===== config.mk =====
export PLATFORM = sky130hd
export DESIGN_NAME = alu_req_arbiter
export DESIGN_NICKNAME = d
export VERILOG_FILES = /design/src/rtl/alu_req_arbiter.sv
export SDC_FILE = /design/constraint.sdc
export NUM_CORES = 1
export LEC_CHECK = 0
export CORE_MARGIN = 3
export CORE_UTILIZATION = 37
export DETAILED_ROUTE_END_ITERATION = 16
export PLACE_DENSITY = 0.86
export SLEW_MARGIN = 20
export SYNTH_ARGS = -nofsm -noshare
export SYNTH_HDL_FRONTEND = slang
export SYNTH_SLANG_ARGS = --single-unit

===== constraint.sdc =====
create_clock -name clk -period 1.85 [get_ports clk]
set_input_delay 0.555 -clock clk [delete_from_list [all_inputs] [get_ports clk]]
set_output_delay 0.555 -clock clk [all_outputs]
set_load 0.05 [all_outputs]

===== src/rtl/alu_req_arbiter.sv =====
// alu_req_arbiter: round-robin front end that shares one combinational ALU
// between requesters A and B. Each granted op is latched, held on the ALU for
// ALU_LAT cycles, and its result is returned on one tagged response channel
// with backpressure. Illegal opcodes (110/111) bypass the ALU and answer with
// rsp_err=1, rsp_z=0.
// Optional: define ALU_REQ_ARBITER_PERF_EN to add saturating grant/error
// counters (perf_gnt_a, perf_gnt_b, perf_err).
module alu_req_arbiter #(
    parameter int WIDTH   = 8,
    parameter int ALU_LAT = 1
) (
    input  logic             clk,
    input  logic             rst,
    input  logic             a_valid,
    output logic             a_ready,
    input  logic [WIDTH-1:0] a_x,
    input  logic [WIDTH-1:0] a_y,
    input  logic [2:0]       a_op,
    input  logic             b_valid,
    output logic             b_ready,
    input  logic [WIDTH-1:0] b_x,
    input  logic [WIDTH-1:0] b_y,
    input  logic [2:0]       b_op,
    output logic [WIDTH-1:0] alu_x,
    output logic [WIDTH-1:0] alu_y,
    output logic             alu_s2,
    output logic             alu_s1,
    output logic             alu_s0,
    input  logic [WIDTH-1:0] alu_z,
    output logic             rsp_valid,
    input  logic             rsp_ready,
    output logic             rsp_id,
    output logic [WIDTH-1:0] rsp_z,
    output logic             rsp_err
`ifdef ALU_REQ_ARBITER_PERF_EN
    ,
    output logic [15:0]      perf_gnt_a,
    output logic [15:0]      perf_gnt_b,
    output logic [7:0]       perf_err
`endif
);

    localparam int            CW       = (ALU_LAT > 1) ? $clog2(ALU_LAT) : 1;
    localparam logic [CW-1:0] CNT_LAST = CW'(ALU_LAT - 1);

    typedef enum logic [1:0] {IDLE, EXEC, RESP} state_t;

    state_t           state_q;
    logic             last_q;      // last granted requester: 0 = A, 1 = B
    logic             id_q;        // requester owning the in-flight op
    logic [CW-1:0]    cnt_q;       // cycles spent in EXEC
    logic [WIDTH-1:0] alu_x_q;
    logic [WIDTH-1:0] alu_y_q;
    logic [2:0]       alu_s_q;
    logic             rsp_valid_q;
    logic             rsp_id_q;
    logic             rsp_err_q;
    logic [WIDTH-1:0] rsp_z_q;

    logic             gnt_a, gnt_b;
    logic             hs_a, hs_b, hs_any;
    logic [WIDTH-1:0] sel_x, sel_y;
    logic [2:0]       sel_op;
    logic             sel_ill;

    // Round robin: a lone requester wins, a tie goes to the one not served last.
    always_comb begin
        gnt_a = a_valid & (~b_valid | last_q);
        gnt_b = b_valid & (~a_valid | ~last_q);
    end

    // Ready only while idle; forced low during reset so every output reads 0.
    assign a_ready = gnt_a & (state_q == IDLE) & ~rst;
    assign b_ready = gnt_b & (state_q == IDLE) & ~rst;
    assign hs_a    = a_valid & a_ready;
    assign hs_b    = b_valid & b_ready;
    assign hs_any  = hs_a | hs_b;

    // Mux the accepted request; only meaningful on a handshake cycle.
    always_comb begin
        sel_x   = hs_b ? b_x  : a_x;
        sel_y   = hs_b ? b_y  : a_y;
        sel_op  = hs_b ? b_op : a_op;
        sel_ill = sel_op[2] & sel_op[1];
    end

    // Sequencer: accept, drive the ALU for ALU_LAT cycles, hold the response.
    always_ff @(posedge clk or posedge rst) begin
        if (rst) begin
            state_q     <= IDLE;
            last_q      <= 1'b1;
            id_q        <= 1'b0;
            cnt_q       <= '0;
            alu_x_q     <= '0;
            alu_y_q     <= '0;
            alu_s_q     <= '0;
            rsp_valid_q <= 1'b0;
            rsp_id_q    <= 1'b0;
            rsp_err_q   <= 1'b0;
            rsp_z_q     <= '0;
        end else begin
            case (state_q)
                IDLE: begin
                    if (hs_any) begin
                        last_q <= hs_b;
                        id_q   <= hs_b;
                        if (sel_ill) begin
                            // ALU is skipped entirely for illegal opcodes.
                            state_q     <= RESP;
                            rsp_valid_q <= 1'b1;
                            rsp_id_q    <= hs_b;
                            rsp_err_q   <= 1'b1;
                            rsp_z_q     <= '0;
                        end else begin
                            state_q <= EXEC;
                            cnt_q   <= '0;
                            alu_x_q <= sel_x;
                            alu_y_q <= sel_y;
                            alu_s_q <= sel_op;
                        end
                    end
                end
                EXEC: begin
                    if (cnt_q == CNT_LAST) begin
                        state_q     <= RESP;
                        cnt_q       <= '0;
                        rsp_valid_q <= 1'b1;
                        rsp_id_q    <= id_q;
                        rsp_err_q   <= 1'b0;
                        rsp_z_q     <= alu_z;
                        alu_x_q     <= '0;
                        alu_y_q     <= '0;
                        alu_s_q     <= '0;
                    end else begin
                        cnt_q <= cnt_q + 1'b1;
                    end
                end
                RESP: begin
                    if (rsp_ready) begin
                        state_q     <= IDLE;
                        rsp_valid_q <= 1'b0;
                        rsp_id_q    <= 1'b0;
                        rsp_err_q   <= 1'b0;
                        rsp_z_q     <= '0;
                    end
                end
                default: state_q <= IDLE;
            endcase
        end
    end

    assign alu_x     = alu_x_q;
    assign alu_y     = alu_y_q;
    assign alu_s2    = alu_s_q[2];
    assign alu_s1    = alu_s_q[1];
    assign alu_s0    = alu_s_q[0];
    assign rsp_valid = rsp_valid_q;
    assign rsp_id    = rsp_id_q;
    assign rsp_z     = rsp_z_q;
    assign rsp_err   = rsp_err_q;

`ifdef ALU_REQ_ARBITER_PERF_EN
    logic [15:0] perf_gnt_a_q, perf_gnt_a_d;
    logic [15:0] perf_gnt_b_q, perf_gnt_b_d;
    logic [7:0]  perf_err_q,   perf_err_d;

    // Saturating event counters for grants and illegal-op accepts.
    always_comb begin
        perf_gnt_a_d = perf_gnt_a_q;
        perf_gnt_b_d = perf_gnt_b_q;
        perf_err_d   = perf_err_q;
        if (hs_a && (perf_gnt_a_q != '1))           perf_gnt_a_d = perf_gnt_a_q + 1'b1;
        if (hs_b && (perf_gnt_b_q != '1))           perf_gnt_b_d = perf_gnt_b_q + 1'b1;
        if (hs_any && sel_ill && (perf_err_q != '1)) perf_err_d  = perf_err_q + 1'b1;
    end

    // Counter registers, cleared on reset.
    always_ff @(posedge clk or posedge rst) begin
        if (rst) begin
            perf_gnt_a_q <= '0;
            perf_gnt_b_q <= '0;
            perf_err_q   <= '0;
        end else begin
            perf_gnt_a_q <= perf_gnt_a_d;
            perf_gnt_b_q <= perf_gnt_b_d;
            perf_err_q   <= perf_err_d;
        end
    end

    assign perf_gnt_a = perf_gnt_a_q;
    assign perf_gnt_b = perf_gnt_b_q;
    assign perf_err   = perf_err_q;
`endif

endmodule


==> summary.txt <==
Fin nets: 310
Seq/Total Area, Yosys: 48.0%
Failing checks: setup timing
Post-Synthesis Cell Area: 1780 um2
Largest net degree at the start of global routing: 20
Cts hold-fix bufs: 0
Setup violations, final: 2
Total Wirelength: 4.57 mm
Routed Antenna Nets: 0
CTS buffer count: 5
Share of the synthesized area in the top cell type: 46.5%
Routed vias: 1516
Wire per inst: 14.8 um
Maximum buffer depth of the clock tree: 2
Drt pass-1 iters: 4
DRC Markers: 0
Port bufs: 82
Number of max-cap violations: 0
Int Power: 2610 uW
Cell Count, Final, Fillers Out: 308
Switching Power: 2260 uW
R2R cell count: 7
Comb pwr share: 62.3%
Crit path max fanout: 3
Clk pwr share: 11.4%
Net Count, Synth: 201
RSZ-0062 raised after global routing: true
Root buf cell: clkbuf_8
Synthesis-to-layout area growth: 66.1%
Crit Path Category: flip-flop to output pin
Number of distinct library cells after synthesis: 31
Crit path from: state_q[1]$_DFFE_PP0P_
Antenna violations before repair: 0
Worst endpoint required time: 1.29 ns
Leak: 0.00146 uW
Yosys warning count: 0
Tcrit/Tclk final: 107%
Cell Pwr Density: 1650 nW/um2
Post-synthesis register bit count: 34
Latest clock arrival within the worst-skew pair: 0.28 ns
Net Sw Frac: 46.4%
Fin crit period: 1.98 ns
Hold_ws: 0.486 ns
Synth Area per Inst: 12.2 um2
Die area: 5670 um2
Relative slew slack: 80.5%
Tightest Hold Check Type: flip-flop to flip-flop
Die Wd: 75.3 um
CTS tree: yes
CTS H-tree lvls: 2
Max Fclk: 0.506 GHz
Crit start category: flip-flop
Hold depth: 2
Max-slew violation count: 0
Outcome: finished, violations left
DR vias/cell: 4.92
VDD IR max: 832 uV
Final hold vios: 0
Pre-CTS setup slack: -0.495 ns
Post-route setup slack: -0.127 ns
Mapped Cells: 146
Initial Util: 39.4%
Max Clock Skew: 0.00637 ns
Area leader, netlist: dfrtp_1
Final core occ: 65.5%
Boundary Pins: 83
Top cells by area in the synthesized netlist: dfrtp_1, mux2i_1, o2bb2ai_2
Ys flop type: dfrtp_1
Slew @ Worst Pin: 0.292 ns
Count leader, synth: dfrtp_1
Clk pin slew, worst setup/hold paths: 0.07 ns
Post-synth ARST share: 100%
Min-delay src: id_q$_DFFE_PP0P_
Post-detail-place hpwl: 3.39 mm
EDFF count, synth: 0
First-pass GRT wire length: 7.47 mm
Die height: 75.3 um
Seq pwr share: 26.3%
Inst Count DP: 295
Crit. End Element: output pin
GRT Total Usage: 17.5%
Commonest cells in the netlist: dfrtp_1, mux2i_1, nand2_1
Core area: 4500 um2
Iteration-0 DRC count of the detailed router: 45
# rows: 24
Clk sinks: 34
Worst Path Arrival: 1.42 ns
Global placement routability congestion: 0.842
Vias in the first global route: 1648
Total gr overflow: 0
Layout cells sized above 1: 38.3%
N_diodes: 0
Final Power: 4860 uW
FF-to-FF Start: state_q[1]$_DFFE_PP0P_
-- layout make-up --
cell class                 count  area (um2)
fill                         381        1560
timing repair buffer         108         980
multi-input combinational     91         901
sequential                    34         852
clock buffer                   7        86.3
tap                           52        65.1
inverter                      15        60.1
clock inverter                 1        5.00
-- metal layers --
layer	vias up	part of all wire (%)	GRT usage, %
met4	0	0.63	3.50
met1	715	42	21.4
li1	736	-	-
met5	-	0	0
met3	4	8.3	6.28
met2	61	49	30.0
-- power by group through the flow --
stage                     Sequential (uW)  Clock [uW]  Combinational, uW
after floorplan                      2210           0                940
after global placement               1270           0               2780
after detailed placement             1270           0               2840
after CTS                            1280         574               3020
after global routing                 1320         605               3230
final                                1280         556               3030
-- kinds of logic after synthesis --
logic type               share of synthesized area [%]
AND/OR/NAND/NOR                                   7.89
AO/OA/AOI/OAI                                     17.3
buffers and inverters                             5.85
flip-flops                                        48.0
multiplexers                                      18.2
adder cells (fa/ha/maj)                           2.82
-- final timing paths --
path / endpoint / slack (ns)
min in group asynchronous: alu_x[2]$_DFFE_PP0P_ / 0.59
worst max-delay path: b_ready / -0.13
worst min-delay path: id_q$_DFFE_PP0P_ / 0.49
worst min register to register: id_q$_DFFE_PP0P_ / 0.49
max in group asynchronous: last_q$_DFFE_PP1P_ / 1.02
worst max register to register: state_q[1]$_DFFE_PP0P_ / 0.07
-- sequential cells by signal, indices dropped and copies added, names as in the netlist, 2 cells and up --
register and cells:
alu_s_q 3, alu_x 8, alu_y 8, rsp_z 8, state_q 2
-- placed cells by master, fill, tap and decap left out, drive strengths merged, types with 2 or more instances in the layout --
cell type      count
buf               58
clkdlybuf4s50     47
dfrtp             33
mux2i             30
o2bb2ai           19
nand2             16
inv               14
clkbuf             7
ha                 4
dlygate4sd2        3
mux2               2
nor2b              2
o21ai              2
o21bai             2
nand3              2
-- repair_timing --
item,CTS,global route
cloned,1,1
gates resized for setup,21,9
buffers inserted,4,3
setup endpoints to repair,33,32
pin swaps,3,3
hold endpoints to repair,0,0
-- metrics by stage --
step	area, um2	setup TNS [ns]
global placement	2730	-13.21
CTS	2920	-0.922
floorplan	1780	0
detailed placement	2730	-14.67
finish	2950	-0.216
global route	2950	-0.628
-- worst max-delay path, cell delays in order (launching register included) --
cell and delay [ns]:
dfrtp_1 0.37, inv_2 0.06, ha_4 0.15, and2b_2 0.22, nand2_4 0.08, clkinvlp_4 0.09
buf_8 0.16
No activity file was read; power rests on OpenSTA's default activity.
